File: config.mk
export PLATFORM = sky130hd
export DESIGN_NAME = mem_bus_mux_flat
export DESIGN_NICKNAME = d
export VERILOG_FILES = /design/src/rtl/mem_bus_pkg.sv /design/src/rtl/mem_bus_mux_if.sv /design/src/rtl/mem_bus_decoder.sv /design/src/rtl/mem_bus_mux.sv /design/src/flat_wrapper.sv
export SDC_FILE = /design/constraint.sdc
export NUM_CORES = 1
export LEC_CHECK = 0
export BUFFER_PORTS_ARGS = -buffer_cell sky130_fd_sc_hd__buf_2
export CORE_AREA = 8 8 167 169
export CTS_CLUSTER_SIZE = 16
export DETAILED_ROUTE_END_ITERATION = 6
export DIE_AREA = 0 0 175 177
export PLACE_DENSITY = 0.61
export SYNTH_ARGS = -nofsm -noshare
export SYNTH_HDL_FRONTEND = slang
export SYNTH_HIERARCHICAL = 1
export SYNTH_SLANG_ARGS = --single-unit
File: constraint.sdc
create_clock -name clk -period 7.15 [get_ports clk]
set_clock_uncertainty 0.15 [all_clocks]
set_input_delay 0.715 -clock clk [delete_from_list [all_inputs] [get_ports clk]]
set_output_delay 0.715 -clock clk [all_outputs]
set_load 0.1 [all_outputs]
File: src/rtl/mem_bus_pkg.sv
// mem_bus_pkg: shared types and constants for the memory-bus interconnect.
// Holds FSM state encodings, bus widths and the trap instruction word.
package mem_bus_pkg;

  localparam int ADDR_W = 32;
  localparam int DATA_W = 32;

  localparam logic [DATA_W-1:0] ILLEGAL_INSTRUCTION = 32'h0;

  typedef enum logic [1:0] {
    IDLE    = 2'd0,
    ACCESS  = 2'd1,
    RESPOND = 2'd2
  } state_t;

endpackage

File: src/rtl/mem_bus_mux_if.sv
// mem_bus_mux_if: CPU-side native port plus fanned-out slave port bundle.
// modport slave: interconnect view; modport master: CPU/slave-model view.
interface mem_bus_mux_if #(
  parameter int NUM_SLAVES = 8
);
  import mem_bus_pkg::*;

  logic                     cpu_valid;
  logic [ADDR_W-1:0]        cpu_addr;
  logic [DATA_W-1:0]        cpu_wdata;
  logic [3:0]               cpu_wstrb;
  logic                     cpu_ready;
  logic [DATA_W-1:0]        cpu_rdata;

  logic [NUM_SLAVES-1:0]    slv_cs;
  logic                     slv_we;
  logic [3:0]               slv_wstrb;
  logic [ADDR_W-1:0]        slv_addr;
  logic [DATA_W-1:0]        slv_wdata;
  logic [NUM_SLAVES*32-1:0] slv_rdata;
  logic [NUM_SLAVES-1:0]    slv_ready;

  modport slave (
    input  cpu_valid, cpu_addr, cpu_wdata, cpu_wstrb,
    output cpu_ready, cpu_rdata,
    output slv_cs, slv_we, slv_wstrb, slv_addr, slv_wdata,
    input  slv_rdata, slv_ready
  );

  modport master (
    output cpu_valid, cpu_addr, cpu_wdata, cpu_wstrb,
    input  cpu_ready, cpu_rdata,
    input  slv_cs, slv_we, slv_wstrb, slv_addr, slv_wdata,
    output slv_rdata, slv_ready
  );

endinterface

File: src/rtl/mem_bus_decoder.sv
// mem_bus_decoder: base/mask window match with lowest-index priority.
// Ports: addr in; hit (any window matched), idx (winning slave) out.
module mem_bus_decoder
  import mem_bus_pkg::*;
#(
  parameter int                       NUM_SLAVES = 8,
  parameter logic [NUM_SLAVES*32-1:0] SLAVE_BASE = {NUM_SLAVES{32'h0}},
  parameter logic [NUM_SLAVES*32-1:0] SLAVE_MASK = {NUM_SLAVES{32'hffff_ffff}},
  parameter int                       IDX_W      = 3
) (
  input  logic [ADDR_W-1:0] addr,
  output logic              hit,
  output logic [IDX_W-1:0]  idx
);

  // Scan high to low so the lowest matching index is written last.
  always_comb begin
    hit = 1'b0;
    idx = '0;
    for (int i = NUM_SLAVES - 1; i >= 0; i--) begin
      if ((addr & SLAVE_MASK[32*i +: 32]) == SLAVE_BASE[32*i +: 32]) begin
        hit = 1'b1;
        idx = IDX_W'(i);
      end
    end
  end

endmodule

File: src/rtl/mem_bus_mux.sv
// mem_bus_mux: picorv32 native port to NUM_SLAVES chip-selected cores.
// Ports: clk, reset (async, active high), force_trap, bus (slave modport:
// cpu_* request/response, slv_* fan-out), err_unmapped, err_timeout.
// Build option: MEM_BUS_MUX_TIMEOUT_EN enables the ACCESS watchdog.
module mem_bus_mux
  import mem_bus_pkg::*;
#(
  parameter int                       NUM_SLAVES     = 8,
  parameter logic [NUM_SLAVES*32-1:0] SLAVE_BASE     = {NUM_SLAVES{32'h0}},
  parameter logic [NUM_SLAVES*32-1:0] SLAVE_MASK     = {NUM_SLAVES{32'hffff_ffff}},
  parameter int                       TIMEOUT_CYCLES = 255
) (
  input  logic          clk,
  input  logic          reset,
  input  logic          force_trap,
  mem_bus_mux_if.slave  bus,
  output logic          err_unmapped,
  output logic          err_timeout
);

  // A single slave still gets a 1-bit index.
  localparam int IDX_W = (NUM_SLAVES > 1) ? $clog2(NUM_SLAVES) : 1;

  if (NUM_SLAVES < 1 || NUM_SLAVES > 16) begin : g_bad_num
    $error("NUM_SLAVES must be 1..16");
  end
  if (TIMEOUT_CYCLES < 1) begin : g_bad_timeout
    $error("TIMEOUT_CYCLES must be at least 1");
  end

  state_t                state_q, state_d;
  logic [IDX_W-1:0]      idx_q, idx_d;
  logic [NUM_SLAVES-1:0] cs_q, cs_d;
  logic                  ready_q, ready_d;
  logic [DATA_W-1:0]     rdata_q, rdata_d;
  logic [ADDR_W-1:0]     addr_q, addr_d;
  logic [DATA_W-1:0]     wdata_q, wdata_d;
  logic [3:0]            wstrb_q, wstrb_d;
  logic                  we_q, we_d;
  logic                  unm_q, unm_d;
  logic                  err_unm_q, err_unm_d;

`ifdef MEM_BUS_MUX_TIMEOUT_EN
  localparam int CNT_W = $clog2(TIMEOUT_CYCLES + 1);
  logic [CNT_W-1:0]      cnt_q, cnt_d;
  logic                  to_q, to_d;
  logic                  err_to_q, err_to_d;
`endif

  logic                  dec_hit;
  logic [IDX_W-1:0]      dec_idx;
  logic [DATA_W-1:0]     sel_rdata;
  logic                  sel_ready;

  mem_bus_decoder #(
    .NUM_SLAVES (NUM_SLAVES),
    .SLAVE_BASE (SLAVE_BASE),
    .SLAVE_MASK (SLAVE_MASK),
    .IDX_W      (IDX_W)
  ) u_dec (
    .addr (bus.cpu_addr),
    .hit  (dec_hit),
    .idx  (dec_idx)
  );

  // Only the latched slave's data/ready are looked at.
  always_comb begin
    sel_rdata = '0;
    sel_ready = 1'b0;
    for (int i = 0; i < NUM_SLAVES; i++) begin
      if (idx_q == IDX_W'(i)) begin
        sel_rdata = bus.slv_rdata[32*i +: 32];
        sel_ready = bus.slv_ready[i];
      end
    end
  end

  // Slave completions raise cpu_ready straight out of ACCESS; trap,
  // unmapped and watchdog aborts spend one cycle in RESPOND first.
  always_comb begin
    state_d   = state_q;
    idx_d     = idx_q;
    cs_d      = cs_q;
    ready_d   = 1'b0;
    rdata_d   = rdata_q;
    addr_d    = addr_q;
    wdata_d   = wdata_q;
    wstrb_d   = wstrb_q;
    we_d      = we_q;
    unm_d     = unm_q;
    err_unm_d = 1'b0;
`ifdef MEM_BUS_MUX_TIMEOUT_EN
    cnt_d     = cnt_q;
    to_d      = to_q;
    err_to_d  = 1'b0;
`endif
    unique case (state_q)
      IDLE: begin
        cs_d = '0;
        // cpu_ready is still high in the first IDLE cycle.
        if (bus.cpu_valid && !ready_q) begin
          addr_d  = bus.cpu_addr;
          wdata_d = bus.cpu_wdata;
          wstrb_d = bus.cpu_wstrb;
          we_d    = |bus.cpu_wstrb;
          unm_d   = 1'b0;
`ifdef MEM_BUS_MUX_TIMEOUT_EN
          to_d    = 1'b0;
`endif
          if (force_trap) begin
            rdata_d = ILLEGAL_INSTRUCTION;
            state_d = RESPOND;
          end else if (dec_hit) begin
            idx_d          = dec_idx;
            cs_d[dec_idx]  = 1'b1;
`ifdef MEM_BUS_MUX_TIMEOUT_EN
            cnt_d          = '0;
`endif
            state_d        = ACCESS;
          end else begin
            rdata_d = '0;
            unm_d   = 1'b1;
            state_d = RESPOND;
          end
        end
      end
      ACCESS: begin
        if (sel_ready) begin
          rdata_d = sel_rdata;
          cs_d    = '0;
          ready_d = 1'b1;
          state_d = IDLE;
        end else begin
`ifdef MEM_BUS_MUX_TIMEOUT_EN
          if (cnt_q == CNT_W'(TIMEOUT_CYCLES - 1)) begin
            rdata_d = '0;
            cs_d    = '0;
            to_d    = 1'b1;
            state_d = RESPOND;
          end else begin
            cnt_d = cnt_q + 1'b1;
          end
`endif
        end
      end
      RESPOND: begin
        ready_d   = 1'b1;
        err_unm_d = unm_q;
`ifdef MEM_BUS_MUX_TIMEOUT_EN
        err_to_d  = to_q;
`endif
        state_d   = IDLE;
      end
      default: begin
        cs_d    = '0;
        state_d = IDLE;
      end
    endcase
  end

  always_ff @(posedge clk or posedge reset) begin
    if (reset) begin
      state_q   <= IDLE;
      idx_q     <= '0;
      cs_q      <= '0;
      ready_q   <= 1'b0;
      rdata_q   <= '0;
      addr_q    <= '0;
      wdata_q   <= '0;
      wstrb_q   <= '0;
      we_q      <= 1'b0;
      unm_q     <= 1'b0;
      err_unm_q <= 1'b0;
`ifdef MEM_BUS_MUX_TIMEOUT_EN
      cnt_q     <= '0;
      to_q      <= 1'b0;
      err_to_q  <= 1'b0;
`endif
    end else begin
      state_q   <= state_d;
      idx_q     <= idx_d;
      cs_q      <= cs_d;
      ready_q   <= ready_d;
      rdata_q   <= rdata_d;
      addr_q    <= addr_d;
      wdata_q   <= wdata_d;
      wstrb_q   <= wstrb_d;
      we_q      <= we_d;
      unm_q     <= unm_d;
      err_unm_q <= err_unm_d;
`ifdef MEM_BUS_MUX_TIMEOUT_EN
      cnt_q     <= cnt_d;
      to_q      <= to_d;
      err_to_q  <= err_to_d;
`endif
    end
  end

  assign bus.cpu_ready = ready_q;
  assign bus.cpu_rdata = rdata_q;
  assign bus.slv_cs    = cs_q;
  assign bus.slv_we    = we_q;
  assign bus.slv_wstrb = wstrb_q;
  assign bus.slv_addr  = addr_q;
  assign bus.slv_wdata = wdata_q;
  assign err_unmapped  = err_unm_q;

`ifdef MEM_BUS_MUX_TIMEOUT_EN
  assign err_timeout = err_to_q;
`else
  assign err_timeout = 1'b0;
`endif

endmodule

File: src/flat_wrapper.sv
// flat-port wrapper written by rule: the top's interface ports become plain ports
module mem_bus_mux_flat import mem_bus_pkg::*;
#(
  parameter int                       NUM_SLAVES     = 8,
  parameter logic [NUM_SLAVES*32-1:0] SLAVE_BASE     = {NUM_SLAVES{32'h0}},
  parameter logic [NUM_SLAVES*32-1:0] SLAVE_MASK     = {NUM_SLAVES{32'hffff_ffff}},
  parameter int                       TIMEOUT_CYCLES = 255
)
  (clk, reset, force_trap, err_unmapped, err_timeout, bus_cpu_valid, bus_cpu_addr, bus_cpu_wdata, bus_cpu_wstrb, bus_cpu_ready, bus_cpu_rdata, bus_slv_cs, bus_slv_we, bus_slv_wstrb, bus_slv_addr, bus_slv_wdata, bus_slv_rdata, bus_slv_ready);
  mem_bus_mux_if #(.NUM_SLAVES(NUM_SLAVES)) bus_i ();
  input  logic clk;
  input  logic reset;
  input  logic force_trap;
  output logic err_unmapped;
  output logic err_timeout;
  input wire logic [$bits(bus_i.cpu_valid)-1:0] bus_cpu_valid;
  input wire logic [$bits(bus_i.cpu_addr)-1:0] bus_cpu_addr;
  input wire logic [$bits(bus_i.cpu_wdata)-1:0] bus_cpu_wdata;
  input wire logic [$bits(bus_i.cpu_wstrb)-1:0] bus_cpu_wstrb;
  output wire logic [$bits(bus_i.cpu_ready)-1:0] bus_cpu_ready;
  output wire logic [$bits(bus_i.cpu_rdata)-1:0] bus_cpu_rdata;
  output wire logic [$bits(bus_i.slv_cs)-1:0] bus_slv_cs;
  output wire logic [$bits(bus_i.slv_we)-1:0] bus_slv_we;
  output wire logic [$bits(bus_i.slv_wstrb)-1:0] bus_slv_wstrb;
  output wire logic [$bits(bus_i.slv_addr)-1:0] bus_slv_addr;
  output wire logic [$bits(bus_i.slv_wdata)-1:0] bus_slv_wdata;
  input wire logic [$bits(bus_i.slv_rdata)-1:0] bus_slv_rdata;
  input wire logic [$bits(bus_i.slv_ready)-1:0] bus_slv_ready;
  assign bus_i.cpu_valid = bus_cpu_valid;
  assign bus_i.cpu_addr = bus_cpu_addr;
  assign bus_i.cpu_wdata = bus_cpu_wdata;
  assign bus_i.cpu_wstrb = bus_cpu_wstrb;
  assign bus_cpu_ready = bus_i.cpu_ready;
  assign bus_cpu_rdata = bus_i.cpu_rdata;
  assign bus_slv_cs = bus_i.slv_cs;
  assign bus_slv_we = bus_i.slv_we;
  assign bus_slv_wstrb = bus_i.slv_wstrb;
  assign bus_slv_addr = bus_i.slv_addr;
  assign bus_slv_wdata = bus_i.slv_wdata;
  assign bus_i.slv_rdata = bus_slv_rdata;
  assign bus_i.slv_ready = bus_slv_ready;
  mem_bus_mux #(.NUM_SLAVES(NUM_SLAVES), .SLAVE_BASE(SLAVE_BASE), .SLAVE_MASK(SLAVE_MASK), .TIMEOUT_CYCLES(TIMEOUT_CYCLES)) u_core (.clk(clk), .reset(reset), .force_trap(force_trap), .bus(bus_i), .err_unmapped(err_unmapped), .err_timeout(err_timeout));
endmodule
==> flow_summary.yaml, run 1 <==
finish:
  drive_gt1_frac: 0.6331
  finalNonFillerCells: 1342
  areaGrowthSynthToFinish_pct: 47.10
  fin_nets: 1329
route:
  vias: 6619
  drtAntennaViolNets: 0
  avgViaCountPerCell: 4.932
  wl_per_cell_um: 21.65
  totalWireLength_um: 29050
  drt-pass1-iter-count: 5
  drc: 0
  drt_iter0_markers: 484
clock_network:
  post_cts_buffers: 0
  cts-root-buf: "clkbuf_16"
  cts_buffers: 17
  clkSinkCount: 117
  clk_path_buf_depth: 2
  insertion_delay_ps: 400
  cts_tree: "yes"
  clkTransAtPathRegs_ps: 70
  postCtsHoldBufs: 0
  ctsHtreeMaxLevel: 4
  post_cts_resized: 0
yosys:
  synth_area_mm2: 0.006679
  synth-xor-area-share: 0
  synth_top_area_frac: 0.4384
  synth_area_leader_cell: "dfrtp_1"
  ys_types: 43
  synthFlopType: "dfrtp_1"
  yosys_register_bits: 117
  syn_avg_cell_area_um2: 11.82
  synth_mux_area_frac: 0.3185
  synthCells: 565
  yosysSeqAreaShare: 0.4384
  synth_top_cells_by_area: "dfrtp_1 (44%), mux2_2 (14%), mux4_2 (12%)"
  synthArstFlopShare: 1.000
  synth-compound-area-share: 0.1058
  synth_adder_area_share: 0.005620
  synth_simple_gate_area_share: 0.09367
  yosysWarningCount: 6
  synth_top_family_by_area: "multiplexers"
  synth_edf_count: 0
power_and_ir_drop:
  power.internal_w: 0.001914
  combPwrFrac: 0.550
  swShare: 0.5467
  clkPwrFrac: 0.221
  leakagePower_nw: 4.725
  sequentialPowerShare: 0.229
  peakVddDrop_mv: 0.3935
  power.density_mw_per_mm2: 429.9
  total_power_w: 0.004223
  switchingPower_w: 0.002309
timing:
  finalSetupViolations: 0
  final.setup.tns_ps: 0
  hold_viol: 0
  tightest_slew_ps: 1203
  fmax_mhz: 292.1
  hold_slack_ps: 298.4
  finalWorstSetupSlack_ps: 3727
  max_slew_margin: 0.1959
  rsz0062_at_grt: "no"
  final_max_slew_viol_count: 0
  min_period_ps: 3423
  fin_crit_sh: 0.4788
critical_path:
  crit_path_max_fanout: 64
  cp.arrival_ps: 3570
  crit_path_end_kind: "register"
  max_stage_delay_ps: 970
  slowest_stage: "nand3_1"
  crit_required_ps: 7290
  worstSetupPathType: "register to register"
  cpMostUsedCell: "o21ai_0"
  crit_family: "simple AND/OR/NAND/NOR gates"
  worstPathCellList: "buf_4 > nand3_1 > o21ai_0 > o21ai_0 > mux2_4"
  worst-path-buf-inv: 1
  cp-start-kind: "register"
die:
  io_pins: 448
  coreArea_mm2: 0.02547
  num_rows: 59
  start_util: 0.2622
  dieArea_mm2: 0.03098
  die_h_um: 177
  die_x_um: 175
global_routing:
  antenna_found_initial: 4
  grt_start_max_net_pins: 76
  groute.usage.overall: 0.1819
  grt_pass1_wl_um: 43260
  overflow: 0
  grt_pass1_vias: 7084
placed_design:
  post-place-ws_ps: 3555
  portBuffers: 446
  dp_cells: 1306
  hpwl_um: 22870
  place_congestion: 0.8761
flow_run:
  maxCapViolations: 0
hold_path:
  hp-class: "input pin to async pin"
outcome:
  status: "complete, no violations"
[synthesized netlist by cell type, types with 2 or more instances]
cell type	instances
a21oi_1	4
buf_1	8
buf_2	8
buf_4	4
buf_6	2
clkbuf_1	27
conb_1	2
dfrtp_1	117
ha_1	3
inv_1	5
mux2_2	84
mux2_4	20
mux2i_1	7
mux4_2	36
nand2_1	40
nand3_1	3
nand4_1	2
nor2_1	32
nor2b_1	2
nor3_1	32
nor3b_1	3
nor4_1	9
o21ai_0	64
o221ai_1	27
o31ai_1	2
o41ai_1	5
[sequential cells by signal, summed over array words and instances, names as in the netlist]
| register | cells |
|---|---|
| u_core/err_unmapped | 1 |
| u_core/state_q | 2 |
| u_core/bus.slv_addr | 32 |
| u_core/bus.slv_cs | 8 |
| u_core/bus.cpu_ready | 1 |
| u_core/bus.cpu_rdata | 32 |
| u_core/unm_q | 1 |
| u_core/bus.slv_wstrb | 4 |
| u_core/idx_q | 3 |
| u_core/bus.slv_we | 1 |
| u_core/bus.slv_wdata | 32 |
[cell families after synthesis]
logic type      after synthesis
compound gates              109
fa+ha+maj                     3
buf+inv                      55
flops                       117
mux                         147
other cells                   2
simple gates                132
[power by group through the flow]
| stage | registers [W] | logic [W] | clock network, W |
|---|---|---|---|
| after floorplan | 0.00248 | 0.000394 | 0 |
| after global placement | 0.000964 | 0.00233 | 0 |
| after detailed placement | 0.000976 | 0.00234 | 0 |
| after CTS | 0.000966 | 0.00234 | 0.000967 |
| after global routing | 0.000997 | 0.00239 | 0.000996 |
| final | 0.000966 | 0.00232 | 0.000934 |
[stage by stage]
step	area, um^2	utilization
after floorplan	6686	-
after global placement	9186	0.3607
after detailed placement	9186	0.3607
after CTS	9814	0.3854
after global routing	9824	0.3858
final	9824	0.3858
[routing by layer]
| metal | GRT usage | wire [um] | part of all wire | vias to the layer above |
|---|---|---|---|---|
| li1 | - | - | - | 2998 |
| met1 | 0.2115 | 11330 | 0.39 | 3265 |
| met2 | 0.3099 | 14830 | 0.51 | 320 |
| met3 | 0.05718 | 2240 | 0.077 | 36 |
| met4 | 0.06923 | 648 | 0.022 | 0 |
| met5 | 0 | 0 | 0 | - |
[layout by cell type (no fill, tap or decap), drive strengths merged, types with 4 or more instances in the layout]
| cell type | instances |
|---|---|
| inv | 9 |
| mux2i | 7 |
| dfrtp | 117 |
| mux4 | 36 |
| bufinv | 4 |
| diode | 4 |
| nor2 | 33 |
| nand2 | 40 |
| o41ai | 5 |
| a21oi | 4 |
| nor4 | 10 |
| nor3 | 32 |
| o221ai | 27 |
| o21ai | 65 |
| mux2 | 104 |
| buf | 453 |
| clkinv | 6 |
| clkbuf | 18 |
| conb | 4 |
[worst paths after layout]
path,start,end,slack [ps],cells after the start
min in group clk,u_core/unm_q,u_core/unm_q,320,2
hold reg to reg,u_core/unm_q,u_core/unm_q,320,2
setup reg to reg,u_core/idx_q[1],u_core/bus.cpu_rdata[4],3730,5
setup / recovery,u_core/idx_q[1],u_core/bus.cpu_rdata[4],3730,5
hold / removal,reset,u_core/bus.slv_wdata[22],300,2
max in group asynchronous,reset,u_core/idx_q[0],5160,3
[worst reg2reg max path, cell delays in order, from the launching register on]
cell and delay (ps):
dfrtp_2 520, buf_4 700, nand3_1 980, o21ai_0 550, o21ai_0 150, mux2_4 260
[area by class of cell]
class | instances | area [um^2]
fillers | 2550 | 15640
clock buffers | 18 | 429.2
flip-flops and latches | 117 | 2934
inverters | 6 | 25.02
well taps | 335 | 419.2
repair buffers | 453 | 2285
multi-input cells | 395 | 3523
clock inverters | 14 | 198.9
diodes | 4 | 10.01
Power figures use the tool's default switching activity.
==> run 2, diff against run 1 <==
==> constraint.sdc (replaced) <==
create_clock -name clk -period 3.33 [get_ports clk]
set_clock_uncertainty 0.15 [all_clocks]
set_input_delay 0.333 -clock clk [delete_from_list [all_inputs] [get_ports clk]]
set_output_delay 0.333 -clock clk [all_outputs]
set_load 0.1 [all_outputs]
==> run 2 against run 1 <==
Global-route usage is 0.24 points lower. First-iteration DRC count down 23%. Critical path depth grew 4. Final area up 6.0%.
==> flow_summary.yaml, run 2 (synthesis results as in run 1) <==
finish:
  drive_gt1_frac: 0.6094
  final_common_cell: "buf_2"
  fin_nets: 1386
  num-fill-cells: 2497
  final_area_mm2: 0.01041
  areaGrowthSynthToFinish_pct: 55.86
  layout_common_cells: "buf_2 (446), dfrtp_1 (114), mux2_2 (84), o21ai_0 (64), dlygate4sd3_1 (47)"
  finalNonFillerCells: 1397
route:
  vias: 6744
  wl_per_cell_um: 20.69
  drt_iter0_markers: 371
  avgViaCountPerCell: 4.827
  drtAntennaViolNets: 0
  totalWireLength_um: 28910
  drt-pass1-iter-count: 6
  drc: 0
critical_path:
  r2r_start: "u_core/idx_q[1]"
  cp-start-kind: "input pin"
  ff2ff_path_depth: 5
  r2r_setup_slack_ps: 580
  crit_required_ps: 3470
  worstPathCellList: "dlygate4sd3_1 > buf_2 > nor4_1 > nand4_1 > nor2_1 > nor2b_1 > o22a_1 > nor2_4 > mux2_4"
  reg2reg_to: "u_core/bus.cpu_rdata[21]"
  worstSetupPathType: "input pin to register"
  worst-path-buf-inv: 2
  slowest_stage: "dlygate4sd3_1"
  crit_path_max_fanout: 27
  crit_family: "simple AND/OR/NAND/NOR gates"
  crit_path_end_kind: "register"
  max_stage_delay_ps: 550
  cp.arrival_ps: 3060
placed_design:
  post_dp_cell_area_mm2: 0.009303
  post-place-ws_ps: 565.9
  portBuffers: 446
  hpwl_um: 22420
  place_congestion: 0.9030
  dp_cells: 1316
clock_network:
  ctsHtreeMaxLevel: 4
  clk_path_buf_depth: 2
  cts_tree: "yes"
  cts_buffers: 17
  clkSinkCount: 117
  clkTransAtPathRegs_ps: 70
  insertion_delay_ps: 420
  cts-root-buf: "clkbuf_16"
  post_cts_resized: 0
  post_cts_buffers: 0
die:
  coreArea_mm2: 0.02547
  die_h_um: 177
  die_x_um: 175
  dieArea_mm2: 0.03098
  io_pins: 448
  num_rows: 59
  start_util: 0.2622
timing:
  final.setup.tns_ps: 0
  fmax_mhz: 341.9
  min_period_ps: 2925
  finalWorstSetupSlack_ps: 405.3
  fin_crit_sh: 0.8783
  tightest_slew_ps: 1206
  final_max_slew_viol_count: 0
  finalSetupViolations: 0
  hold_viol: 0
  rsz0062_at_grt: "no"
  max_slew_margin: 0.1944
global_routing:
  overflow: 0
  grt_pass1_vias: 7324
  antenna_found_initial: 3
  grt_pass1_wl_um: 43260
  grt_start_max_net_pins: 73
  groute.usage.overall: 0.1795
hold_path:
  holdPathEnd: "u_core/bus.slv_addr[22]"
  whs_path_depth: 2
  hold_start: "bus_cpu_addr[22]"
  hp-class: "input pin to register"
power_and_ir_drop:
  peakVddDrop_mv: 0.8220
  leakagePower_nw: 4.981
  power.density_mw_per_mm2: 881.1
flow_run:
  maxCapViolations: 0
outcome:
  status: "complete, no violations"
==> run 2: how the worst max path moves through the flow <==
stage               slack [ps]            startpoint                  endpoint  depth (start not counted)
detailed placement         570      bus_cpu_addr[14]  u_core/bus.cpu_rdata[21]                          8
finish                     410       bus_cpu_addr[1]  u_core/bus.cpu_rdata[24]                          9
global route               300       bus_cpu_addr[1]   u_core/bus.cpu_rdata[4]                          9
global placement           680      bus_cpu_addr[14]  u_core/bus.cpu_rdata[21]                          8
CTS                        500       bus_cpu_addr[1]  u_core/bus.cpu_rdata[18]                          9
floorplan                  890  u_core/bus.cpu_ready    u_core/bus.slv_addr[0]                          4
==> run 2: per-layer routing <==
metal,track usage,wire [um]
met5,0,9
met4,0.06358,721
met3,0.05995,2427
met2,0.3083,14660
met1,0.2061,11090
==> run 2: cell type report <==
cell class / count / area [um^2] / share of cell area
clock inverter: 15 / 206.4 / 0.01983
sequential: 117 / 2937 / 0.2821
multi-input combinational: 395 / 3523 / 0.3385
antenna: 2 / 5.005 / 0.0004808
clock buffer: 17 / 425.4 / 0.04087
inverter: 6 / 26.28 / 0.002524
tap: 335 / 419.2 / 0.04026
timing repair buffer: 510 / 2868 / 0.2755
==> run 2: worst register-to-register path: stages (launching register included) <==
cell and delay, ps:
dfrtp_4 560, mux2_2 260, or3_4 120, a41oi_4 150, nor2_4 930, mux2_2 450
==> run 2: timing repair <==
item | CTS | global route
hold buffers | 47 | 0
setup endpoints to repair | 0 | 0
endpoints found under the hold margin | 78 | 0
==> run 2: power breakdown <==
part	internal (W)	switching (W)
registers	0.00187	0.000228
logic	0.00102	0.00404
clock network	0.00122	0.000790
==> run 2: per-stage QoR <==
| stage | total power, W | utilization | hold WS [ps] |
|---|---|---|---|
| 3_5_place_dp | 0.007153 | 0.3653 | 321.9 |
| 3_3_place_gp | 0.007114 | 0.3653 | 307.6 |
| 4_1_cts | 0.009264 | 0.4085 | 1.564 |
| 6_report | 0.009173 | 0.4087 | 22.11 |
| 5_1_grt | 0.009495 | 0.4087 | 0.2450 |
| 2_1_floorplan | 0.006171 | - | 284.4 |
